==> src/rtl/mem_access_unit.sv <==
// mem_access_unit: initiator side of the data-memory port.
// Turns CPU load/store requests (byte/half/word, byte address) into
// memRead/memWrite cycles on a word-indexed, comb-read/sync-write memory.
// Sub-word stores are done as read-modify-write. Loads are sign- or
// zero-extended. Only one request is in flight at a time.
//
// Ports
//   clk, rst_n                        clock, async active-low reset
//   reqValid/reqReady                 request handshake (reqReady=1 only in IDLE)
//   reqWrite, reqSize, reqSigned      store flag, 00 byte/01 half/10 word, load sign-extend
//   reqAddr[ADDR_W], reqWdata[32]     byte address, right-justified store data
//   respValid, respRdata, respError   one-cycle completion pulse with load data / error
//   memAddress, memDataOut, memDataIn word index, write data, comb read data
//   memRead, memWrite                 memory strobes (never both high)
//
// Build option
//   MEM_ACCESS_STATS_EN : adds readCount[15:0] / writeCount[15:0] saturating
//                         strobe-cycle counters. When undefined these ports
//                         are absent.

module mem_access_unit #(
  parameter int unsigned ADDR_W     = 32,
  parameter int unsigned WORD_LIMIT = 101
) (
  input  logic              clk,
  input  logic              rst_n,
  input  logic              reqValid,
  output logic              reqReady,
  input  logic              reqWrite,
  input  logic [1:0]        reqSize,
  input  logic              reqSigned,
  input  logic [ADDR_W-1:0] reqAddr,
  input  logic [31:0]       reqWdata,
  output logic              respValid,
  output logic [31:0]       respRdata,
  output logic              respError,
  output logic [31:0]       memAddress,
  output logic [31:0]       memDataOut,
  input  logic [31:0]       memDataIn,
  output logic              memRead,
  output logic              memWrite
`ifdef MEM_ACCESS_STATS_EN
  ,
  output logic [15:0]       readCount,
  output logic [15:0]       writeCount
`endif
);

  localparam int unsigned IDX_W = ADDR_W - 2;

  typedef enum logic [2:0] {
    S_IDLE   = 3'd0,
    S_RD     = 3'd1,
    S_RMW_RD = 3'd2,
    S_WR     = 3'd3,
    S_RESP   = 3'd4
  } state_t;

  state_t state, state_nxt;

  logic [IDX_W-1:0] req_idx;
  logic             req_err_c;
  logic             accept_c;

  // Captured request fields used after the accept edge
  logic [1:0]  cap_size;
  logic [1:0]  cap_lane;
  logic        cap_signed;
  logic [15:0] cap_wdata;

  // Next values of the state-decoded (Moore) outputs
  logic mem_read_nxt, mem_write_nxt, req_ready_nxt, resp_valid_nxt;

  assign req_idx  = reqAddr[ADDR_W-1:2];
  assign accept_c = (state == S_IDLE) && reqValid;

  // Misaligned, illegal size, or word index past the end of memory
  assign req_err_c = (reqSize == 2'b11)
                  || ((reqSize == 2'b01) && reqAddr[0])
                  || ((reqSize == 2'b10) && (reqAddr[1:0] != 2'b00))
                  || (req_idx >= IDX_W'(WORD_LIMIT));

  // Pick the addressed lane and extend it to 32 bits
  function automatic logic [31:0] load_extract(input logic [31:0] word,
                                               input logic [1:0]  size,
                                               input logic [1:0]  lane,
                                               input logic        sgn);
    logic [7:0]  b;
    logic [15:0] h;
    logic [31:0] r;
    case (lane)
      2'd0:    b = word[7:0];
      2'd1:    b = word[15:8];
      2'd2:    b = word[23:16];
      default: b = word[31:24];
    endcase
    h = lane[1] ? word[31:16] : word[15:0];
    case (size)
      2'b00:   r = {{24{sgn & b[7]}}, b};
      2'b01:   r = {{16{sgn & h[15]}}, h};
      default: r = word;
    endcase
    return r;
  endfunction

  // Merge new sub-word store data into the lane of the old word
  function automatic logic [31:0] store_merge(input logic [31:0] word,
                                              input logic [15:0] wd,
                                              input logic [1:0]  size,
                                              input logic [1:0]  lane);
    logic [31:0] r;
    r = word;
    if (size == 2'b00) begin
      case (lane)
        2'd0:    r[7:0]   = wd[7:0];
        2'd1:    r[15:8]  = wd[7:0];
        2'd2:    r[23:16] = wd[7:0];
        default: r[31:24] = wd[7:0];
      endcase
    end else if (lane[1]) begin
      r[31:16] = wd;
    end else begin
      r[15:0] = wd;
    end
    return r;
  endfunction

  // Next-state and next Moore-output decode
  always_comb begin
    state_nxt      = state;
    mem_read_nxt   = 1'b0;
    mem_write_nxt  = 1'b0;
    req_ready_nxt  = 1'b0;
    resp_valid_nxt = 1'b0;
    case (state)
      S_IDLE: begin
        if (reqValid) begin
          if (req_err_c)              state_nxt = S_RESP;
          else if (!reqWrite)         state_nxt = S_RD;
          else if (reqSize == 2'b10)  state_nxt = S_WR;
          else                        state_nxt = S_RMW_RD;
        end
      end
      S_RD:     state_nxt = S_RESP;
      S_RMW_RD: state_nxt = S_WR;
      S_WR:     state_nxt = S_RESP;
      S_RESP:   state_nxt = S_IDLE;
      default:  state_nxt = S_IDLE;
    endcase
    mem_read_nxt   = (state_nxt == S_RD) || (state_nxt == S_RMW_RD);
    mem_write_nxt  = (state_nxt == S_WR);
    req_ready_nxt  = (state_nxt == S_IDLE);
    resp_valid_nxt = (state_nxt == S_RESP);
  end

  // State register with registered strobes
  always_ff @(posedge clk or negedge rst_n) begin
    if (!rst_n) begin
      state     <= S_IDLE;
      memRead   <= 1'b0;
      memWrite  <= 1'b0;
      reqReady  <= 1'b1;
      respValid <= 1'b0;
    end else begin
      state     <= state_nxt;
      memRead   <= mem_read_nxt;
      memWrite  <= mem_write_nxt;
      reqReady  <= req_ready_nxt;
      respValid <= resp_valid_nxt;
    end
  end

  // Request capture, memory address/data and response data
  always_ff @(posedge clk or negedge rst_n) begin
    if (!rst_n) begin
      memAddress <= 32'h0;
      memDataOut <= 32'h0;
      respRdata  <= 32'h0;
      respError  <= 1'b0;
      cap_size   <= 2'b00;
      cap_lane   <= 2'b00;
      cap_signed <= 1'b0;
      cap_wdata  <= 16'h0;
    end else begin
      if (accept_c) begin
        memAddress <= 32'(req_idx);
        respError  <= req_err_c;
        respRdata  <= 32'h0;
        cap_size   <= reqSize;
        cap_lane   <= reqAddr[1:0];
        cap_signed <= reqSigned;
        cap_wdata  <= reqWdata[15:0];
        if (reqWrite && (reqSize == 2'b10) && !req_err_c)
          memDataOut <= reqWdata;
      end
      if (state == S_RD)
        respRdata <= load_extract(memDataIn, cap_size, cap_lane, cap_signed);
      if (state == S_RMW_RD)
        memDataOut <= store_merge(memDataIn, cap_wdata, cap_size, cap_lane);
    end
  end

`ifdef MEM_ACCESS_STATS_EN
  // Saturating count of cycles with each strobe asserted
  always_ff @(posedge clk or negedge rst_n) begin
    if (!rst_n) begin
      readCount  <= 16'h0;
      writeCount <= 16'h0;
    end else begin
      if (memRead && (readCount != 16'hFFFF))
        readCount <= readCount + 16'd1;
      if (memWrite && (writeCount != 16'hFFFF))
        writeCount <= writeCount + 16'd1;
    end
  end
`endif

endmodule

==> config.mk <==
export PLATFORM = sky130hd
export DESIGN_NAME = mem_access_unit
export DESIGN_NICKNAME = d
export VERILOG_FILES = /design/src/rtl/mem_access_unit.sv
export SDC_FILE = /design/constraint.sdc
export NUM_CORES = 1
export LEC_CHECK = 0
export CORE_MARGIN = 2
export CORE_UTILIZATION = 47
export CTS_BUF_LIST = sky130_fd_sc_hd__clkbuf_16
export CTS_CLUSTER_DIAMETER = 60
export DETAILED_ROUTE_END_ITERATION = 8
export PLACE_DENSITY = 0.9
export SYNTH_ARGS = -nofsm -noshare
export SYNTH_HDL_FRONTEND = slang
export SYNTH_SLANG_ARGS = --single-unit
export TNS_END_PERCENT = 5
==> constraint.sdc <==
create_clock -name clk -period 2.55 [get_ports clk]
set_input_delay 0.255 -clock clk [delete_from_list [all_inputs] [get_ports clk]]
set_output_delay 0.255 -clock clk [all_outputs]
set_load 0.02 [all_outputs]
==> impl_metrics.toml, run 1 <==
[clocking]
cts_max_level = 4
cts_tree = "yes"
cts_buffer_depth = 2
cts-root-buf = "clkbuf_16"
postCtsSetupRepairBufs = 0
worstSkewPairLatency_ps = 430
cts_buffers = 17
numClockSinks = 123
path_clk_slew_ps = 60

[critical_path]
worst_path_max_delay_cell = "or3b_2"
cp.required_ps = 2860
cp.arrival_ps = 2450
startpoint_type = "flop"
slowest_delay_ps = 530
cp_cell_sequence = "or3b_2, nand2_1, mux2_2, a22oi_1, nand3_1"
critical_path.top_delay_family = "simple AND/OR/NAND/NOR gates"
crit_fanout = 13
path_class = "reg2reg"
endpoint_kind = "flop"
critPathBufInv = 0

[drt]
wl_per_cell_um = 20.14
drt_wl_total_um = 20300
drt_iter0_markers = 529
via_per_inst = 6.030
vias = 6078
drt-pass1-iter-count = 5
ant_nets = 0
drc = 0

[global_routing]
grt_pass1_wl_um = 31900
grt-ovfl-total = 0
grt_max_degree = 58
grt_pass1_vias = 6076
track_usage_pct = 28.91
antenna_found_initial = 0

[final_layout]
syn_to_final_growth_pct = 46.52
finalNonFillerCells = 1008
finalNetCount = 921
drive_gt1_share_pct = 15.52

[yosys]
synth-edff-count = 0
synth_area_leader_cell = "dfrtp_1"
ys.warnings.count = 0
netlist_instances = 622
synth_cell_types = 52
ys_top_cells_by_area = "dfrtp_1 49%, mux2_2 8.3%, nand2_1 5.4%"
syn-cell-area_um2 = 6270
async_flop_share_pct = 100.0
yosys-top-cells-count = "122 x dfrtp_1, 90 x nand2_1, 49 x nand3_1, 46 x mux2_2, 38 x o21ai_0"
synth-seq-cells = 123
yosysMostFrequentCell = "dfrtp_1"
ys_seq_area_share_pct = 49.11
synth_flop_cell = "dfrtp_1"
synth_top_area_share_pct = 48.69
avgSynthCellArea_um2 = 10.08

[place]
port_buffers = 201
dp_hpwl_um = 14360
dp_cells = 974
routabilityCongestion = 0.9133

[timing]
skew_ps = 6.327
finalSetupViolations = 0
worstMarginPinSlew_ps = 959.9
final.setup.tns_ps = 0
slew_viol_final = 0
fmax_ghz = 0.4656
timing.hold.ws_ps = 379.0
rsz0062_at_grt = "false"
post-route-period-util_pct = 84.22
min_period_ps = 2148
hold_viol_final = 0
maxSlewHeadroom_pct = 35.66

[pwr]
power_density_nw_per_um2 = 640.1
vdd_drop_max_mv = 0.5033
power_leakage_nw = 3.861

[die]
die_height_um = 119.5
die_x_um = 119.5
ioPinCount = 204
die_area_um2 = 14280
core_um2 = 13140
rows = 42
initial_utilization_pct = 47.72

[min_path]
min-delay-path-class = "in2async"

[outcome]
status = "finished, final reports clean"

[flow_run]
drv_cap = 0
area by class of cell:
cell class | instances | area, um2
timing repair buffer | 226 | 2275
clock inverter | 15 | 200.2
fill | 937 | 3951
multi-input combinational | 443 | 2958
sequential | 123 | 3079
tap | 176 | 220.2
inverter | 7 | 26.28
antenna | 1 | 2.502
clock buffer | 17 | 425.4
worst reg2reg max path, cell delays in order, from the launching register on:
cell	delay, ps
dfrtp_1	510
or3b_2	530
nand2_1	300
mux2_2	390
a22oi_1	190
nand3_1	110
placed cells by master, fill, tap and decap left out, types with 7 or more instances in the layout:
master	netlist	routed
mux2i_1	8	8
o21ai_0	38	38
clkbuf_16	0	17
mux2_2	46	46
nand3_1	49	49
and3_1	16	16
a22o_1	25	25
o21ai_1	16	16
nor2_1	14	13
a22oi_1	15	15
dfrtp_1	122	122
clkdlybuf4s50_1	0	200
inv_1	7	7
o211ai_2	10	10
buf_4	3	19
a31oi_1	17	16
nand2_1	90	90
nand2b_1	19	19
a221oi_1	17	17
o22ai_1	8	8
registers in the layout, summed over array words and instances, names as in the netlist:
name        flops
memAddress     30
respValid       1
memWrite        1
state           3
cap_size        2
respRdata      32
memDataOut     32
memRead         1
cap_signed      1
reqReady        1
cap_wdata      16
cap_lane        2
respError       1
where the power goes:
| group | switching (mW) | internal (mW) | total [mW] |
|---|---|---|---|
| sequential | 0.108 | 2.08 | 2.19 |
| clock | 0.925 | 1.63 | 2.56 |
| combinational | 0.579 | 0.558 | 1.14 |
| total | 1.61 | 4.27 | 5.88 |
metrics by stage:
stage | setup WS, ps | power (mW) | cell area [um2] | utilization (%)
after global placement | 177.5 | 3.309 | 8548 | 65.07
final | 402.3 | 5.880 | 9186 | 69.92
after floorplan | 663.7 | 2.777 | 6274 | -
after CTS | 412.6 | 5.880 | 9184 | 69.90
after detailed placement | 125.3 | 3.330 | 8548 | 65.07
after global routing | 291.8 | 6.091 | 9184 | 69.90
repair_timing:
item / CTS / global route
resized for setup: 0 / 0
hold endpoints to repair: 41 / 0
hold buffers: 1 / 0
path summary, 6_finish.rpt:
check	startpoint	end	slack, ps	depth (start not counted)
max	cap_size[0]$_DFFE_PN0P_	memDataOut[20]$_DFFE_PN0P_	400	5
min	rst_n	memAddress[17]$_DFFE_PN0P_	380	2
max reg2reg	cap_size[0]$_DFFE_PN0P_	memDataOut[20]$_DFFE_PN0P_	400	5
min reg2reg	respRdata[13]$_DFFE_PN0P_	respRdata[13]$_DFFE_PN0P_	480	2
max in group asynchronous	rst_n	respRdata[27]$_DFFE_PN0P_	1530	3
min in group clk	reqWdata[0]	cap_wdata[0]$_DFFE_PN0P_	400	3
routing by layer:
metal	GRT usage [%]	part of all wire [%]	up-vias	wire, um
met3	10.17	11	68	2145
met1	36.29	39	2938	8009
met4	14.19	3.9	0	798
li1	-	-	2702	-
met5	0	0	-	0
met2	44.54	46	370	9351
cells by family after synthesis:
group	synth area share (%)
buffers and inverters	4.051
flip-flops	49.11
multiplexers	9.898
other	0.05981
AO/OA/AOI/OAI	19.96
AND/OR/NAND/NOR	16.92
No activity file was read; power rests on OpenSTA's default activity.
==> run 2, diff against run 1 <==
Clock period 2.55 ns to 2 ns, I/O delays scaled along.
==> run 2 against run 1 <==
  * Highest routed layer unchanged
  * Sequential share of layout area shrank 0.93 points
  * Combinational power is 37% higher
  * Utilization increased by 2.0 points
  * Final area increased by 2.9%
  * Worst setup slack worse by 360 ps
  * Register-to-register slack worse by 360 ps
==> impl_metrics.toml, run 2 (synthesized netlist as in run 1, its figures left out) <==
[place]
dp_hpwl_um = 15010
dpl_worst_slack_ps = -314.3
port_buffers = 201
routabilityCongestion = 0.9673

[clocking]
cts_tree = "yes"
cts-root-buf = "clkbuf_16"
cts_buffers = 17
worstSkewPairLatency_ps = 420
path_clk_slew_ps = 50
cts_max_level = 4
cts_buffer_depth = 2
numClockSinks = 123

[critical_path]
endpoint_kind = "flop"
startpoint_type = "flop"
r2r_slack_ps = 40
rr_endpoint = "memDataOut[31]$_DFFE_PN0P_"
reg2reg_from = "cap_size[0]$_DFFE_PN0P_"
crit_path_start = "cap_size[0]$_DFFE_PN0P_"
path_class = "reg2reg"
crit_fanout = 12
cp.required_ps = 2290
rr_worst_depth = 6
cp.arrival_ps = 2250

[drt]
route.met3.wl_um = 2067
drt-pass1-iter-count = 6
vias = 6162
m1WireLength_um = 8136
top_layer = "met4"
drc = 0
drt_wl_total_um = 20810
drt_iter0_markers = 582
wl_met2_um = 9982
wl_per_cell_um = 19.93
ant_nets = 0
via_per_inst = 5.902

[die]
rows = 42
die_area_um2 = 14280
die_x_um = 119.5
core_um2 = 13140
die_height_um = 119.5
initial_utilization_pct = 47.72
ioPinCount = 204

[global_routing]
grt_pass1_vias = 6321
grt_pass1_wl_um = 33600
antenna_found_initial = 1
track_usage_pct = 30.33
grt_max_degree = 76
grt-ovfl-total = 0

[timing]
fmax_ghz = 0.5113
worst_slack_ps = 44.14
post-route-period-util_pct = 97.79
final.setup.tns_ps = 0
min_period_ps = 1956
worstMarginPinSlew_ps = 633.7
hold_viol_final = 0
maxSlewHeadroom_pct = 57.65
finalSetupViolations = 0
skew_ps = 6.391
rsz0062_at_grt = "false"
slew_viol_final = 0

[pwr]
power_frac_clock_pct = 40.7
comb_power_share_pct = 21.4
internal_power_mw = 5.345
power_density_nw_per_um2 = 773.9
vdd_drop_max_mv = 0.6284
swShare_pct = 26.92
switchingPower_mw = 1.968
seq_power_share_pct = 37.9
power_leakage_nw = 4.057

[final_layout]
syn_to_final_growth_pct = 50.71
final_common_cell = "clkdlybuf4s50_1"
fill_cells = 926
mostFrequentLayoutCells = "200 x clkdlybuf4s50_1, 122 x dfrtp_1, 89 x nand2_1"
finalNetCount = 959
reg_top3 = "memDataOut: 32 flops, respRdata: 32 flops, memAddress: 30 flops"
drive_gt1_share_pct = 18.92
postLayoutCoreUtil_pct = 71.92

[min_path]
min-delay-path-class = "in2async"

[outcome]
status = "finished, final reports clean"

[flow_run]
drv_cap = 0
[run 2: cell count changes in the layout (fill, tap and decap cells not counted), sizes merged]
cell / previous run / this run
buf: 25 / 63
bufinv: 4 / 3
inv: 7 / 11
clkinvlp: 4 / 2
clkinv: 7 / 4
[run 2: worst max-delay path by stage]
stage,end,slack (ps),cells past startpoint
finish,memDataOut[31]$_DFFE_PN0P_,40,6
global route,memDataOut[31]$_DFFE_PN0P_,3,6
CTS,memDataOut[1]$_DFFE_PN0P_,0.4,6
detailed placement,memDataOut[8]$_DFFE_PN0P_,-310,7
global placement,memDataOut[8]$_DFFE_PN0P_,-270,7
floorplan,respRdata[26]$_DFFE_PN0P_,110,7
[run 2: metrics by stage]
stage          instance area, um2  std cells  power, mW  hold slack (ps)
2_1_floorplan                6274        623      3.540           -95.59
4_1_cts                      9429       1043      7.328            212.2
3_5_place_dp                 8846       1012      4.339            114.4
3_3_place_gp                 8846       1012      4.301            111.5
6_report                     9449       1044      7.313            223.1
5_1_grt                      9447       1043      7.581            257.9
[run 2: power by group through the flow]
stage                     Clock, mW  Sequential, mW  Combinational [mW]
after floorplan                   0            2.91               0.630
after global placement            0            2.80                1.50
after detailed placement          0            2.81                1.53
after CTS                      3.01            2.77                1.55
after global routing           3.12            2.79                1.67
final                          2.98            2.77                1.56
[run 2: layout make-up]
type / instances / area [um2] / area share [%]
tap: 176 / 220.2 / 2.331
clock inverter: 13 / 138.9 / 1.470
antenna: 1 / 2.502 / 0.02648
inverter: 7 / 26.28 / 0.2781
multi-input combinational: 443 / 2980 / 31.54
timing repair buffer: 264 / 2576 / 27.26
clock buffer: 17 / 425.4 / 4.502
sequential: 123 / 3079 / 32.59
[run 2: per-layer routing]
layer	vias up	track usage, %
met5	-	0
met4	0	11.69
met3	49	10.46
met2	371	47.89
met1	2971	38.59
li1	2771	-
[run 2: what timing repair did]
item                       in CTS  in global routing
hold endpoints to repair       21                  0
resized for setup               2                  4
setup buffers                   0                  0
setup endpoints to repair      18                 42
pin swaps                       0                  1
hold buffers                    1                  0
[run 2: worst max-delay path: stages (launching register included)]
cell      delay (ps)
dfrtp_1          400
buf_12           150
or2_2            410
a22o_1           290
a221oi_1         360
buf_4            190
a31oi_1           30
==> run 3, diff against run 2 <==
Settings changed: CORE_ASPECT_RATIO from default to 1.2.
==> run 3 against run 2 <==
  * Non-clock buffer count decreased by 8
  * Total power grew 1.2%
  * Critical path depth is the same
  * Final area down 0.23%
  * Sequential share of layout area grew 0.10 points
  * Highest routed layer unchanged
  * First-iteration DRC count rose by 13%
  * Flip-flop and latch count stayed put
  * Largest power group unchanged
  * Sequential power about the same
  * Maximum frequency shrank 1.7%
  * Via count up 0.73%
  * Clock skew fell by 1.3 ps
==> impl_metrics.toml, run 3 (synthesized netlist as in run 1, its figures left out) <==
[final_layout]
postLayoutCellArea_um2 = 9428
postLayoutCoreUtil_pct = 71.84
final_common_cell = "clkdlybuf4s50_1"
fill_cells = 909
reg_top3 = "memDataOut: 32 flops, respRdata: 32 flops, memAddress: 30 flops"
finalNonFillerCells = 1028
mostFrequentLayoutCells = "200 x clkdlybuf4s50_1, 120 x dfrtp_1, 88 x nand2_1"
drive_gt1_share_pct = 18.95
finalNetCount = 951
antenna_cells = 0
syn_to_final_growth_pct = 50.37

[pwr]
power_density_nw_per_um2 = 784.8
vdd_drop_max_mv = 0.6913
power_leakage_nw = 4.009

[min_path]
min-delay-path-class = "in2async"

[global_routing]
grt_pass1_wl_um = 32190
grt_max_degree = 41
antenna_found_initial = 0
track_usage_pct = 29.52
grt_pass1_vias = 6035
grt-ovfl-total = 0

[drt]
drt_wl_total_um = 20860
ant_nets = 0
drt-pass1-iter-count = 9
vias = 6207
wl_per_cell_um = 20.29
drt_iter0_markers = 656
via_per_inst = 6.038
drc = 0

[timing]
worstMarginPinSlew_ps = 654.5
post-route-period-util_pct = 99.47
skew_ps = 5.105
hold_viol_final = 0
finalSetupViolations = 0
min_period_ps = 1989
fmax_ghz = 0.5027
slew_viol_final = 0
rsz0062_at_grt = "true"
maxSlewHeadroom_pct = 56.26

[outcome]
status = "finished, final reports clean"

[critical_path]
rr_worst_depth = 6
slowest_delay_ps = 440
reg2reg_from = "state[2]$_DFF_PN0_"
endpoint_kind = "flop"
startpoint_type = "flop"
crit_path_start = "state[2]$_DFF_PN0_"
path_class = "reg2reg"
crit_fanout = 32
rr_endpoint = "memDataOut[3]$_DFFE_PN0P_"
cp_cell_sequence = "nor4b_4, nand2_2, or4_4, buf_12, o211ai_1, nand3_1"
cp.required_ps = 2290
cp.arrival_ps = 2270
r2r_slack_ps = 10
worst_path_max_delay_cell = "dfrtp_2"

[die]
rows = 46
ioPinCount = 204
initial_utilization_pct = 47.78
core_um2 = 13120
die_area_um2 = 14280
die_x_um = 109.4
die_height_um = 130.5

[place]
placed_area_um2 = 8801
port_buffers = 201
dp_hpwl_um = 14810
routabilityCongestion = 0.9226
dp_cells = 996

[clocking]
cts_max_level = 4
path_clk_slew_ps = 60
cts_tree = "yes"
cts_buffer_depth = 2
worstSkewPairLatency_ps = 410
numClockSinks = 123
cts_buffers = 17
cts-root-buf = "clkbuf_16"

[flow_run]
drv_cap = 0
==> run 3: power breakdown <==
group / internal (mW) / switching (mW)
Clock: 1.93 / 1.15
Sequential: 2.65 / 0.121
Combinational: 0.762 / 0.783
Total: 5.34 / 2.06
==> run 3: layout make-up <==
cell class                      count  area [um2]  area share (%)
Tap cell                          168       210.2           2.230
Multi-Input combinational cell    443        2988           31.69
Sequential cell                   123        3082           32.69
Clock buffer                       17       425.4           4.512
Inverter                            7       26.28          0.2787
Clock inverter                     14       155.1           1.646
Timing Repair Buffer              256        2541           26.95
==> run 3: repair_timing <==
item / CTS / global route
pin swaps: 0 / 0
hold buffers: 1 / 0
setup buffers: 0 / 0
resized for setup: 2 / 9
gates cloned: 0 / 0
setup endpoints to repair: 17 / 30
hold endpoints to repair: 19 / 0
==> run 3: worst max-delay path, delay by kind of cell (launching register included) <==
kind	cells	cell delay, ps
AOI/OAI and AO/OA	1	210
DFF	1	440
buffers and inverters	1	190
and+or+nand+nor	4	1000
==> run 3: worst max-delay path by stage <==
stage,end,slack (ps),cells after the start
after floorplan,respRdata[26]$_DFFE_PN0P_,110,7
after global placement,memDataOut[31]$_DFFE_PN0P_,-280,7
after detailed placement,memDataOut[31]$_DFFE_PN0P_,-320,7
after CTS,memDataOut[3]$_DFFE_PN0P_,10,6
after global routing,memDataOut[5]$_DFFE_PN0P_,-60,6
final,memDataOut[3]$_DFFE_PN0P_,10,6
==> run 3: routing by layer <==
layer / part of all wire (%) / GRT usage [%] / up-vias
met4: 4.0 / 13.70 / 0
met5: 0 / 0 / -
met3: 9.8 / 7.986 / 74
li1: - / - / 2758
met1: 37 / 36.62 / 2977
met2: 49 / 48.00 / 398
==> run 3: stage by stage <==
stage          TNS, ps  setup WS (ps)  hold WS [ps]  total power, mW
5_1_grt         -191.8         -58.70         270.1            7.614
3_3_place_gp    -11150         -276.4         124.2            4.266
2_1_floorplan        0          113.7        -95.59            3.540
4_1_cts              0          13.84         241.5            7.372
3_5_place_dp    -14120         -321.7         122.8            4.301
6_report             0          10.62         233.8            7.399
